`src/rtl/booth_seq_arbiter.sv`:
```
// booth_seq_arbiter: round-robin shared iterative radix-2 Booth signed multiplier with tagged results
module booth_seq_arbiter #(
  parameter int WIDTH = 5
) (
  input  logic               clk,
  input  logic               rst_n,
  input  logic               req0_valid,
  output logic               req0_ready,
  input  logic [WIDTH-1:0]   req0_a,
  input  logic [WIDTH-1:0]   req0_b,
  input  logic               req1_valid,
  output logic               req1_ready,
  input  logic [WIDTH-1:0]   req1_a,
  input  logic [WIDTH-1:0]   req1_b,
  output logic               res_valid,
  input  logic               res_ready,
  output logic [2*WIDTH-1:0] res_product,
  output logic               res_id,
  output logic               busy
);
  typedef enum logic [1:0] {IDLE, RUN, DONE} state_t;
  localparam int CW = $clog2(WIDTH + 1);
  state_t state;
  logic [CW-1:0] count;
  logic last_id, id, q, grant;
  logic signed [WIDTH:0] a_r, hi, sum;
  logic [WIDTH-1:0] lo;
  logic signed [2*WIDTH:0] nxt;
  // hi carries one guard bit so the most-negative operands never overflow a step
  always_comb begin
    grant = req0_valid && req1_valid ? ~last_id : req1_valid;
    req0_ready = rst_n && state == IDLE && req0_valid && !grant;
    req1_ready = rst_n && state == IDLE && req1_valid && grant;
    sum = {lo[0], q} == 2'b01 ? hi + a_r : {lo[0], q} == 2'b10 ? hi - a_r : hi;
    nxt = $signed({sum, lo}) >>> 1;
  end
  always_ff @(posedge clk or negedge rst_n) begin
    if (!rst_n) begin
      state <= IDLE;
      count <= '0;
      last_id <= 1'b1;
      id <= 1'b0;
      q <= 1'b0;
      a_r <= '0;
      hi <= '0;
      lo <= '0;
      res_valid <= 1'b0;
      res_product <= '0;
      res_id <= 1'b0;
      busy <= 1'b0;
    end else begin
      case (state)
        IDLE: if (req0_valid || req1_valid) begin
          a_r <= grant ? {req1_a[WIDTH-1], req1_a} : {req0_a[WIDTH-1], req0_a};
          lo <= grant ? req1_b : req0_b;
          hi <= '0;
          q <= 1'b0;
          count <= '0;
          id <= grant;
          last_id <= grant;
          busy <= 1'b1;
          state <= RUN;
        end
        RUN: begin
          hi <= nxt[2*WIDTH:WIDTH];
          lo <= nxt[WIDTH-1:0];
          q <= lo[0];
          count <= count + 1'b1;
          if (count == CW'(WIDTH - 1)) begin
            state <= DONE;
            res_valid <= 1'b1;
            res_product <= nxt[2*WIDTH-1:0];
            res_id <= id;
          end
        end
        DONE: if (res_ready) begin
          state <= IDLE;
          res_valid <= 1'b0;
          busy <= 1'b0;
        end
        default: state <= IDLE;
      endcase
    end
  end
endmodule

```
`config.mk`:
```
export PLATFORM = sky130hd
export DESIGN_NAME = booth_seq_arbiter
export DESIGN_NICKNAME = d
export VERILOG_FILES = /design/src/rtl/booth_seq_arbiter.sv
export SDC_FILE = /design/constraint.sdc
export NUM_CORES = 1
export LEC_CHECK = 0
export BUFFER_PORTS_ARGS = -buffer_cell sky130_fd_sc_hd__buf_2
export CAP_MARGIN = 20
export CORE_ASPECT_RATIO = 0.9
export CORE_MARGIN = 3
export CORE_UTILIZATION = 45
export CTS_CLUSTER_SIZE = 8
export DETAILED_ROUTE_END_ITERATION = 8
export PLACE_DENSITY = 0.69
export SYNTH_ARGS = -nofsm -noshare
export SYNTH_HDL_FRONTEND = slang
export SYNTH_SLANG_ARGS = --single-unit
```
`constraint.sdc`:
```
create_clock -name clk -period 2.35 [get_ports clk]
set_clock_uncertainty 0.15 [all_clocks]
set_input_delay 0.235 -clock clk [delete_from_list [all_inputs] [get_ports clk]]
set_output_delay 0.235 -clock clk [all_outputs]
set_load 0.01 [all_outputs]
```
# After elaboration in Yosys (flattened, before gate mapping)
# Cells that the tools add are included.
[totals]
reg_bits = 38
in_bits = 25
out_inout_bits = 15
elab_cells = 64
[classes]
add_sub_neg = 3
n_eq_ne = 8
mux = 22
n_bitwise = 1
reduce_logical = 18
[ops]
columns = ["cell", "n"]
rows = [
  ["$mux 6", 4],
  ["$pmux 6 s2", 1],
  ["$mux 5", 2],
  ["$pmux 5 s2", 1],
  ["$reduce_and 3->1", 3],
  ["$add 6x6->6", 1],
  ["$logic_and 1x1->1", 6],
  ["$mux 2", 3],
  ["$pmux 1 s2", 3],
  ["$pmux 2 s3", 1],
  ["$pmux 3 s2", 1],
  ["$reduce_and 2->1", 3],
  ["$reduce_bool 2->1", 3],
  ["$sub 6x6->6", 1],
  ["$mux 1", 5],
  ["$eq 2x1->1 const B", 2],
  ["$eq 2x2->1 const B", 2],
  ["$ne 2x2->1 const B", 2],
  ["$add 3x1->3 const B", 1],
  ["$eq 3x3->1 const B", 1],
  ["$mux 3", 1],
  ["$logic_not 2->1", 1],
  ["$ne 2x1->1 const B", 1],
  ["$logic_not 1->1", 1],
  ["2 further kinds", 2],
]

# Longest topological paths before layout
[depth]
word_depth = 5
depth_mapped = 9
depth_no_buf = 9

# Least setup slack after synthesis
# No wires, ideal clock.
[synth_path]
kind = "reg-to-reg"
startpoint = "register a_r[0]"
endpoint = "register res_product[8]"
setup_time_ns = 0.142
t_arrival_ns = 1.664
required_ns = 2.058
setup_slack_ns = 0.393
stages_incl_launch_ff = 8
n_path_buf = 0
synth_period_minus_slack_ns = 1.957
cell_sequence = "dfrtp_1 -> ha_1 -> fa_1 -> nor3b_1 -> a211oi_1 -> o22ai_1 -> nand2_1 -> a41oi_1"
[synth_via]
elab_chain_cells = 3
word_cells_on_any_way = 4
cone_classes = "2 x add/sub; 2 x mux"
[synth_rtl]
columns = ["element", "line_no", "text"]
rows = [
  ["from (decl)", "26", "logic signed [WIDTH:0] a_r, hi, sum;"],
  ["from (signal assigned)", "54", "a_r <= grant ? {req1_a[WIDTH-1], req1_a} : {req0_a[WIDTH-1], req0_a};"],
  ["$sub 6x6->6", "34", "sum = {lo[0], q} == 2'b01 ? hi + a_r : {lo[0], q} == 2'b10 ? hi - a_r : hi;"],
  ["$mux 6", "34", ""],
  ["$mux 6 *", "34", ""],
  ["to (signal assigned)", "72", "res_product <= nxt[2*WIDTH-1:0];"],
  ["to (decl)", "17", "output logic [2*WIDTH-1:0] res_product,"],
]
# Mark *: on every way between the ends. The rest lies on a longest branch, timed or not.
# A chain may end at the register's enable or synchronous reset.

# Final worst setup path
# Same ends and word-level chain as after synthesis.

==> metrics.txt <==
status complete, no violations; I/O pins 40; Distinct cells, synth 44; Synth Instances 210; WHS Path Cells 2; H-Tree Depth 2; clk_lat worst skew 0.29 ns; final antenna-violating net count 0; placed cell area 2350 um2; Wirelength per Cell 13.6 um; GR Util All Layers 17.5%; Setup crit start kind flop; Placed Cells 306; DRC Markers 0; pwr dens 1460 nW/um2; most frequent cells in the layout buf_2 (39), dfrtp_1 (35), nand2_1 (30); Setup CP Type reg2reg; final net count ~300; initial antenna violation count 0; CTS tree done; die width 77.6 um; worst-path maximum fanout 3; flop-to-flop setup slack 0.22 ns; Post-Layout Cell Count 315; Fmax 470 MHz; clock buffer depth 2; Post-synth EDFFs 0; reg-to-reg endpoint res_product[8]; Clk pin slew, worst setup/hold paths about 0.07 ns; CTS Sinks 36; DR vias/cell 5.34; CTS buffer count 5; postcts setup bufs 0; largest net degree at the start of global routing 37; leak pwr about 1.2 nW; I/O Buffers 39; CTS root buf clkbuf_8; Hold Path Class in2reg; fin. max-slew vios 0; RSZ-0062 raised after global routing no; worst r2r src a_r[0]; Yosys warning count 0; Hold EP state[1]; maxcap violations 0; DRT Pass-1 Iters 4; most common cell after layout, fill and taps aside buf_2; sequential fraction of the synthesis area 43.5%; Die Ht 70.4 um; maximum vdd drop 0.575 mV; post-DP HPWL 3260 um; detailed-route via count 1,682; Final TNS setup 0 ns; Rows 22; Synth Net Count 249; vias in the first global route 1,617; GPL Wtd Cong roughly 0.9; core area 4270 um2; fin crit period ~2.1 ns; worst hold start res_ready; fraction of registers with async set/reset 100%; Final Hold Fails 0; number of diodes 0; die area 5460 um2; 1st-iter DRT viols 110; Crit path arrival time approximately 2.1 ns; Syn-to-layout area delta 17.9%; syn_area_per_cell 9.88 um2; Seq cells post-synth 36; layout cells sized above 1 between 20% and 30%; Tightest Pin Transition 0.446 ns; Initial Utilization 48.6%; post-synthesis cell area 2070 um2; setup violators final 0; Worst EP required 2.35 ns; Setup crit end kind flop; fin crit share 90.6%; Max-slew headroom 70.3%; top_reg_cell synth dfrtp_1; design area 2450 um2; hold_ws 0.0106 ns; Reg2Reg Depth 7; first-pass GRT wire length 7730 um; final WL around 4300 um; Remaining Overflow, GRT 0
==> worst max-delay path by stage <==
stage / startpoint / to / slack (ns) / cells after the start
6_report: a_r[0] / res_product[8] / 0.22 / 7
5_1_grt: a_r[0] / res_product[8] / 0.05 / 7
4_1_cts: a_r[0] / res_product[8] / 0.25 / 7
3_5_place_dp: a_r[0] / res_product[8] / 0.25 / 7
3_3_place_gp: a_r[0] / res_product[8] / 0.29 / 7
2_1_floorplan: a_r[0] / res_product[8] / 0.39 / 7
==> cell usage after synthesis (2+ instances only) <==
cell type   n  area, um2
nand2b_1    5       31.3
a211oi_1    2       15.0
fa_1        2       40.0
buf_2       5       25.0
nor3_1      2       10.0
o22ai_1     2       12.5
a22o_1      3       26.3
o21ai_0    19       95.1
o21ai_2     3       26.3
ha_1       12        150
nor3b_1     3       22.5
a21oi_1     4       20.0
nand3b_1    2       15.0
dfrtp_1    35        876
a22oi_1     5       37.5
a41oi_1     2       17.5
nand3_1    10       50.1
mux2i_1    11        110
buf_4       2       15.0
inv_1      10       37.5
mux2_2      6       67.6
nor2_1      6       22.5
o21ai_1     4       20.0
nor2b_1     4       25.0
clkbuf_1    3       11.3
nand2_1    30        113
==> worst max-delay path: stages, from the launching register on <==
cell      delay, ns
dfrtp_1        0.40
ha_1           0.26
fa_1           0.43
nor3b_1        0.16
a211oi_1       0.26
o22ai_1        0.13
nand2_1        0.10
a41oi_1        0.10
==> layer usage <==
| layer | track usage [%] | part of all wire (%) |
|---|---|---|
| met1 | 25.4 | 49 |
| met2 | 26.6 | 45 |
| met3 | 3.87 | 5.1 |
| met4 | 4.15 | 1.1 |
| met5 | 0 | 0 |
==> state kept, by name, summed over array words and instances, names as in the netlist <==
signal       count
a_r              5
busy             1
count            3
hi               5
id               1
last_id          1
lo               5
q                1
res_id           1
res_product     10
res_valid        1
state            2
==> area by class of cell <==
cell class | count | area (um2)
clock buffer | 8 | 90.1
fill | 389 | 1820
inverter | 11 | 41.3
sequential | 36 | 902
tap | 60 | 75.1
timing repair buffer | 47 | 258
multi-input combinational | 153 | 1080
==> kinds of logic (layout without fill, tap and decap cells) <==
family | after synthesis | after routing | share of synthesized area, %
compound gates | 54 | 54 | 18.2
simple gates | 68 | 68 | 16.2
fa+ha+maj | 14 | 14 | 9.17
flops | 36 | 36 | 43.5
mux | 17 | 17 | 8.56
buf+inv | 21 | 66 | 4.46
==> metrics by stage <==
step	total power, mW	setup slack [ns]	util, %
4_1_cts	3.58	0.252	57.3
6_report	3.56	0.221	57.3
3_5_place_dp	3.13	0.253	55.0
3_3_place_gp	3.09	0.290	55.0
2_1_floorplan	2.58	0.393	-
5_1_grt	3.92	0.0472	57.3
==> report_power, final <==
part / internal (mW) / total [mW] / switching, mW
clock network: 0.239 / 0.449 / 0.210
registers: 0.926 / 1.21 / 0.282
logic: 0.841 / 1.90 / 1.06
==> repair_timing <==
action / 4_1_cts / 5_1_grt
hold buffers: 1 / 0
endpoints found under the hold margin: 35 / 0
resized for setup: 0 / 0
(Power assumes the default switching activity.)
